$ cat src/rtl/mmio_io_bridge.sv
// Memory-mapped I/O bridge between the CPU load/store path and board peripherals:
// switches, LEDs, 7-segment word and radix, debounced buttons with W1C pending bits, key FIFO.
module mmio_io_bridge #(
    parameter logic [31:0] ADDR_BASE  = 32'hFFFF_FC00,
    parameter int          SW_W       = 12,
    parameter int          LED_W      = 16,
    parameter int          NUM_BTN    = 4,
    parameter int          DEB_CYCLES = 200000,
    parameter int          KEY_W      = 4,
    parameter int          KEY_DEPTH  = 8
) (
    input  logic               clk,
    input  logic               rstn,
    input  logic               io_read,
    input  logic               io_write,
    input  logic [31:0]        addr,
    input  logic [31:0]        wdata,
    output logic [31:0]        rdata,
    input  logic [SW_W-1:0]    switch_in,
    input  logic [NUM_BTN-1:0] btn_in,
    input  logic [KEY_W-1:0]   key_data,
    input  logic               key_valid,
    output logic [LED_W-1:0]   led_out,
    output logic [31:0]        seg_data,
    output logic               seg_base,
    output logic               key_pending
);

    localparam int PTR_W = $clog2(KEY_DEPTH);
    localparam int CNT_W = PTR_W + 1;
    localparam int DEB_W = (DEB_CYCLES > 1) ? $clog2(DEB_CYCLES) : 1;
    localparam logic [DEB_W-1:0] DEB_LAST = DEB_W'(DEB_CYCLES - 1);

    typedef enum logic [2:0] {
        REG_SW       = 3'd0,
        REG_LED      = 3'd1,
        REG_SEG      = 3'd2,
        REG_SEGCTRL  = 3'd3,
        REG_BTN_PEND = 3'd4,
        REG_BTN_CLR  = 3'd5,
        REG_KEY_DATA = 3'd6,
        REG_KEY_STAT = 3'd7
    } reg_sel_e;

    logic     hit;
    reg_sel_e sel;
    logic     wr_en;

    assign hit   = (addr[31:5] == ADDR_BASE[31:5]);
    assign sel   = reg_sel_e'(addr[4:2]);
    assign wr_en = io_write && hit;

    logic unused_bits;
    assign unused_bits = ^{addr[1:0], wdata};

    logic [SW_W-1:0]    sw_meta, sw_sync;
    logic [NUM_BTN-1:0] btn_meta, btn_sync, btn_acc, btn_pend;
    logic [NUM_BTN-1:0] btn_accept, btn_clr;
    logic [DEB_W-1:0]   deb_cnt [NUM_BTN];

    logic [KEY_W-1:0]   key_mem [KEY_DEPTH];
    logic [PTR_W-1:0]   wr_ptr, rd_ptr;
    logic [CNT_W-1:0]   key_cnt;
    logic               key_full, key_empty, key_push, key_pop, overflow;
    logic               ovf_set, ovf_clr;

    assign key_full    = (key_cnt == CNT_W'(KEY_DEPTH));
    assign key_empty   = (key_cnt == '0);
    assign key_pop     = io_read && hit && (sel == REG_KEY_DATA) && !key_empty;
    // A simultaneous pop frees the slot, so a full FIFO still accepts the new code.
    assign key_push    = key_valid && (!key_full || key_pop);
    assign ovf_set     = key_valid && key_full && !key_pop;
    assign ovf_clr     = wr_en && (sel == REG_KEY_STAT);
    assign key_pending = !key_empty;

    always_comb begin
        btn_clr    = (wr_en && sel == REG_BTN_CLR) ? wdata[NUM_BTN-1:0] : '0;
        btn_accept = '0;
        for (int i = 0; i < NUM_BTN; i++) begin
            btn_accept[i] = (btn_sync[i] != btn_acc[i]) && (deb_cnt[i] == DEB_LAST);
        end
    end

    // NOTE: non-blocking assignments in clocked blocks so every flop samples pre-edge values.
    always_ff @(posedge clk or negedge rstn) begin
        if (!rstn) begin
            led_out  <= '0;
            seg_data <= '0;
            seg_base <= 1'b0;
            sw_meta  <= '0;
            sw_sync  <= '0;
            btn_meta <= '0;
            btn_sync <= '0;
            btn_acc  <= '0;
            btn_pend <= '0;
            for (int i = 0; i < NUM_BTN; i++) begin
                deb_cnt[i] <= '0;
            end
        end else begin
            sw_meta  <= switch_in;
            sw_sync  <= sw_meta;
            btn_meta <= btn_in;
            btn_sync <= btn_meta;
            if (wr_en && sel == REG_LED)     led_out  <= wdata[LED_W-1:0];
            if (wr_en && sel == REG_SEG)     seg_data <= wdata;
            if (wr_en && sel == REG_SEGCTRL) seg_base <= wdata[0];
            for (int i = 0; i < NUM_BTN; i++) begin
                if (btn_sync[i] == btn_acc[i] || btn_accept[i]) deb_cnt[i] <= '0;
                else                                            deb_cnt[i] <= deb_cnt[i] + DEB_W'(1);
            end
            btn_acc  <= btn_acc ^ btn_accept;
            // Set is OR-ed after the clear so a coinciding rising edge wins.
            btn_pend <= (btn_pend & ~btn_clr) | (btn_accept & btn_sync);
        end
    end

    always_ff @(posedge clk or negedge rstn) begin
        if (!rstn) begin
            wr_ptr   <= '0;
            rd_ptr   <= '0;
            key_cnt  <= '0;
            overflow <= 1'b0;
        end else begin
            if (key_push) wr_ptr <= wr_ptr + PTR_W'(1);
            if (key_pop)  rd_ptr <= rd_ptr + PTR_W'(1);
            case ({key_push, key_pop})
                2'b10:   key_cnt <= key_cnt + CNT_W'(1);
                2'b01:   key_cnt <= key_cnt - CNT_W'(1);
                default: ;
            endcase
            overflow <= ovf_set || (overflow && !ovf_clr);
        end
    end

    // NOTE: storage array is not reset; count and pointers alone define which entries are valid.
    always_ff @(posedge clk) begin
        if (key_push) key_mem[wr_ptr] <= key_data;
    end

    // NOTE: rdata defaults to zero first so no decode path leaves it unassigned.
    always_comb begin
        rdata = '0;
        if (io_read && hit) begin
            case (sel)
                REG_SW:       rdata = 32'(sw_sync);
                REG_LED:      rdata = 32'(led_out);
                REG_SEG:      rdata = seg_data;
                REG_SEGCTRL:  rdata = {31'b0, seg_base};
                REG_BTN_PEND: rdata = 32'(btn_pend);
                REG_BTN_CLR:  rdata = '0;
                REG_KEY_DATA: rdata = key_empty ? '0 : 32'(key_mem[rd_ptr]);
                REG_KEY_STAT: rdata = {16'b0, 8'(key_cnt), 4'b0, overflow, key_full, key_empty, 1'b0};
                default:      rdata = '0;
            endcase
        end
    end

endmodule

$ cat config.mk
export PLATFORM = sky130hd
export DESIGN_NAME = mmio_io_bridge
export DESIGN_NICKNAME = d
export VERILOG_FILES = /design/src/rtl/mmio_io_bridge.sv
export SDC_FILE = /design/constraint.sdc
export NUM_CORES = 1
export LEC_CHECK = 0
export ABC_AREA = 1
export ABC_CLOCK_PERIOD_IN_PS = 6200
export BUFFER_PORTS_ARGS = -buffer_cell sky130_fd_sc_hd__buf_4
export CAP_MARGIN = 20
export CORE_MARGIN = 2
export CORE_UTILIZATION = 50
export CTS_CLUSTER_DIAMETER = 50
export CTS_CLUSTER_SIZE = 12
export DETAILED_ROUTE_END_ITERATION = 16
export PLACE_DENSITY = 0.77
export SYNTH_ARGS = -nofsm -noshare
export SYNTH_HDL_FRONTEND = slang
export SYNTH_SLANG_ARGS = --single-unit
$ cat constraint.sdc
create_clock -name clk -period 6.2 [get_ports clk]
set_clock_uncertainty 0.1 [all_clocks]
set_input_delay 0.62 -clock clk [delete_from_list [all_inputs] [get_ports clk]]
set_output_delay 0.62 -clock clk [all_outputs]
set_load 0.1 [all_outputs]
Word level (Yosys, flattened, before mapping)
Memory sizes are Yosys's and may differ from the RTL's. Index checks and enable logic that the tools add are counted.

Output and inout bits: 82. Memories: 1. Word-level logic and storage cells: 95. Register bits after elaboration: 172. Bits in writable memories: 32.

Memories: key_mem (depth 8, bits a word 4, rd ports 1, clocked after Yosys merged registers in 0, write ports 1, RTL line 61) `logic [KEY_W-1:0] key_mem [KEY_DEPTH];`.

Bitwise operators: 5. Add/sub/neg operators: 8. Eq/ne operators: 23. Reduce and logical (&&, ||, !) cells: 30. Muxes and demuxes: 11.

Operators by type and width (count): $pmux W32 S8 (1); $add A18 B1 Y18 const B (4); $eq A18 B18 Y1 const B (4); $mux W18 (4); $mux W32 (1); $eq A27 B27 Y1 const B (1); $logic_and A1 B1 Y1 (17); $eq A3 B3 Y1 const B (4); $and A4 B4 Y4 (2); $mux W4 (2); $pmux W4 S2 (1); $add A3 B1 Y3 const B (2); $eq A3 B2 Y1 const B (2); $logic_or A1 B1 Y1 (6); $add A4 B1 Y4 const B (1); $eq A1 B1 Y1 (4); $eq A4 B4 Y1 const B (1); $logic_not A1 Y1 (4); $logic_not A4 Y1 (1); $ne A1 B1 Y1 (4); $not A4 Y4 (1); $or A4 B4 Y4 (1); $sub A4 B1 Y4 const B (1); $xor A4 B4 Y4 (1); other kinds (6) (7).

Depth between registers and ports, before layout
Word-level depth: 8. Gate-level depth with buffers: 18. Depth with buffers taken out: 18.

Worst setup path after synthesis
No wires, ideal clock.

Kind: input to output. Start point: in addr[6]. End point: out rdata[4]. Stages on the path: 10. Slack: 2.461 ns. Buffers on the path: 1. Arrival: 3.019 ns. Data required time: 5.480 ns. Cells stage by stage: inv_1 > nand2_1 > nor2_1 > inv_1 > nor2_1 > nand2_1 > nor2_4 > inv_2 > buf_2 > a31oi_1.

Cells in the longest elaborated chain, start to end: 3.

Ends and longest elaborated chain: from (decl) (RTL line 16) `input logic [31:0] addr,`; $eq A27 B27 Y1 (RTL line 49) `assign hit = (addr[31:5] == ADDR_BASE[31:5]);`; $logic_and A1 B1 Y1 (RTL line 143) `if (io_read && hit) begin`; $mux W32 (RTL line 143); to (decl) (RTL line 18) `output logic [31:0] rdata,`.

Every way passes these cells.

Final worst setup path
Start point: reg rd_ptr[0]. End point: out rdata[2].

Cells in the longest elaborated chain, start to end: 4.

Ends and longest elaborated chain: from (decl) (RTL line 62) `logic [PTR_W-1:0] wr_ptr, rd_ptr;`; from (signal assigned) (RTL line 125) `if (key_pop) rd_ptr <= rd_ptr + PTR_W'(1);`; $mem_v2 Z8 W4; $mux W4 (RTL line 151) `REG_KEY_DATA: rdata = key_empty ? '0 : 32'(key_mem[rd_ptr]);`; $pmux W32 S8 (RTL line 144) `case (sel)`; $mux W32 (RTL line 143).

Every way passes these cells.

==> impl_metrics.csv <==
group,metric,value,unit
pwr,power.clock.fraction,41.1,%
yosys,syn_inst,1075,
yosys,seq_area_frac_synth,54.8,%
timing,maxSlewHeadroom,45.6,%
yosys,synth-xor-area-share,2.00,%
yosys,muxShareOfSynthArea,0.117,%
detailed_routing,vias,7935,
floorplan,core_area,18800,um^2
place,hpwl,16400,um
clocking,numCtsBuffers,22,
floorplan,die_h,143,um
finish,final_util,62.7,%
pwr,peakVddDrop,0.164,mV
yosys,yosys.area_share.simple,28.5,%
yosys,synth_edf_count,32,
yosys,ys.flop_type,"dfrtp_1",
floorplan,fp-row-count,50,
timing,report.final.slew_viol_count,0,
critical_path,crit_type,"reg -> out",
critical_path,cp-start-kind,"register",
timing,finalCritPeriodShare,57.3,%
place,routabilityCongestion,0.875,
pwr,switching_share,24.3,%
clocking,clock_latency,500,ps
finish,layout_common_cells,"nand2_1 (254), dfrtp_1 (172), buf_4 (170)",
finish,layout_commonest_cell,"nand2_1",
pwr,cellInternalPower,2.27,mW
clocking,cts_root_buffer,"clkbuf_16",
job,cap_viol_max_count,0,
yosys,syn_area,9610,um^2
grt,use_met1,28.8,%
yosys,synth_nets,1171,
pwr,p_per_area,255,nW/um^2
critical_path,crit_chain,"inv_1 -> o21ai_0 -> o211ai_1 -> nand3_1 -> nand4_1 -> o211ai_1 -> inv_1 -> buf_4",
detailed_routing,drc_errors,0,
timing,hold_violations,0,
pwr,p_total,3.00,mW
pwr,comb_power_share,9.3,%
run_status,status,"complete, no violations",
detailed_routing,routed_via_density,5.32,
floorplan,die_w,143,um
timing,rsz0062_at_grt,"false",
place,port_buffers,168,
yosys,synth_compound_area_share,7.60,%
timing,finalSetupTns,0,ps
clocking,cts_resized,0,
finish,synthToLayoutAreaGrowth,22.5,%
grt,grt_start_max_net_pins,90,
clocking,clk_path_buf_depth,3,
floorplan,io_pins,171,
timing,setup_violations,0,
detailed_routing,ant_nets,0,
clocking,postCtsHoldBufs,0,
yosys,synth_area_leader_cell,"dfrtp_1",
grt,grt.met3_usage,4.06,%
grt,grt_antenna_before_repair,1,
yosys,ys_top_cells_by_area,"dfrtp_1 (45%), edfxtp_1 (10%), nand2_1 (9.9%), nor2_1 (4.5%), inv_1 (4.3%)",
grt,grt_pass1_vias,7575,
yosys,synth_cell_type_count,46,
pwr,p_leak,5.32,nW
detailed_routing,drt_iter0_markers,557,
yosys,synth-seq-cells,204,
floorplan,start_util,51.2,%
grt,grtUsageMet2,39.6,%
finish,layout-drive-gt1-share,21.7,%
grt,busiest_layer,"met2",
yosys,avgSynthCellArea,8.94,um^2
grt,grt-ovfl-total,0,
clocking,h-tree-depth,1,
clocking,cts_tree,"built",
pwr,seqPwrFrac,49.7,%
detailed_routing,wl_per_cell,15.6,um
clocking,clock_sinks,204,
detailed_routing,firstDrtPassIters,5,
critical_path,cp-end-kind,"output port",
floorplan,die-area,20300,um^2
finish,fin_nets,1342,
yosys,async_flop_share,84.3,%
grt,grt.total_usage,22.8,%
grt,grt_first_pass_wirelength,37100,um
critical_path,worst-path-max-fanout,19,
yosys,synth_top_family_by_area,"simple AND/OR/NAND/NOR gates",
clocking,cts_setup_buffers,0,
yosys,ys_warn_count,0,
critical_path,cp.arrival,2840,ps
pwr,p_switching,727,uW
timing,max_freq,281,MHz
timing,period_needed,3560,ps
critical_path,slowest_delay,740,ps
detailed_routing,wl,23200,um
worst_hold_path,hp-class,"in -> async",
critical_path,slowest_stage,"dfrtp_1",
clocking,clk_pin_slew,60,ps
yosys,synthAdderAreaFrac,0.911,%
yosys,synth.top_cell.area_share,44.8,%
finish,fill_cells,1564,
critical_path,required,5480,ps
timing,worst_pin_slew,816,ps
## worst paths after layout
kind                         startpoint          to  slack (ps)  cells after the start
setup / recovery              rd_ptr[0]    rdata[2]        2640                      8
max in group asynchronous          rstn   rd_ptr[2]        4780                      3
hold reg to reg              sw_meta[9]  sw_sync[9]         250                      0
hold / removal                     rstn    seg_base          90                      1
setup reg to reg             key_cnt[1]  key_cnt[2]        3880                     14
min in group clk           switch_in[7]  sw_meta[7]         130                      1
## flip-flops by register name, indices dropped and copies added (netlist names), 3 cells and up, named ones only
name	cells
deb_cnt	72
wr_ptr	3
key_mem	32
btn_sync	4
btn_pend	4
seg_data	32
sw_meta	12
btn_meta	4
rd_ptr	3
led_out	16
sw_sync	12
key_cnt	4
## kinds of logic (layout without fill, tap and decap cells)
logic type | count (synthesis) | in the layout
simple gates | 578 | 578
flops | 204 | 204
fa+ha+maj | 7 | 7
other cells | 0 | 1
xor+xnor | 22 | 22
buf+inv | 141 | 323
compound gates | 122 | 122
mux | 1 | 1
## stage by stage
| step | hold WS (ps) | instances | setup WS [ps] | cell area (um^2) |
|---|---|---|---|---|
| after floorplan | 224 | 1075 | 2460 | 9610 |
| after global placement | 232 | 1454 | 3110 | 11000 |
| after detailed placement | 236 | 1454 | 3110 | 11000 |
| after CTS | 110 | 1489 | 2680 | 11700 |
| after global routing | 107 | 1492 | 2480 | 11800 |
| final | 87.8 | 1492 | 2640 | 11800 |
## power by group through the flow
stage,Clock (mW),Combinational (mW),Sequential (mW)
detailed placement,0,0.273,1.51
finish,1.23,0.277,1.49
CTS,1.26,0.277,1.49
floorplan,0,0.159,1.50
global placement,0,0.264,1.51
global route,1.32,0.317,1.49
## layout make-up
| type | count | area (um^2) | share of cell area [%] |
|---|---|---|---|
| multi-input cells | 730 | 3760 | 32.0 |
| flip-flops and latches | 204 | 5270 | 44.7 |
| diodes | 1 | 2.50 | 0.0213 |
| inverters | 115 | 432 | 3.67 |
| repair buffers | 173 | 1340 | 11.3 |
| clock inverters | 2 | 15.0 | 0.128 |
| well taps | 234 | 293 | 2.49 |
| clock buffers | 33 | 664 | 5.64 |
## Yosys cell counts, types with 7 or more instances
library cell	number
nand2_1	254
dfrtp_1	172
nor2_1	115
inv_1	110
nor3_1	46
o21ai_0	45
nand3_1	40
edfxtp_1	32
nand4_1	27
a21oi_1	21
nor3b_1	20
nor2_2	18
xor2_1	18
buf_2	15
nor4_1	13
o21ai_1	13
nand3_2	11
nor3_2	8
o211ai_1	8
a31oi_1	7
ha_1	7
nand2_2	7
or2_2	7
## worst max-delay path, delay by kind of cell, from the launching register on
kind	cells	cell delay, ps
compound gates	3	620
buf+inv	3	760
flops	1	740
simple gates	2	220
## per-layer routing
| layer | vias up | wire (um) |
|---|---|---|
| li1 | 3909 | - |
| met1 | 3740 | 9640 |
| met2 | 246 | 11300 |
| met3 | 40 | 1610 |
| met4 | 0 | 686 |
| met5 | - | 0 |
No activity file was read; power rests on OpenSTA's default activity.
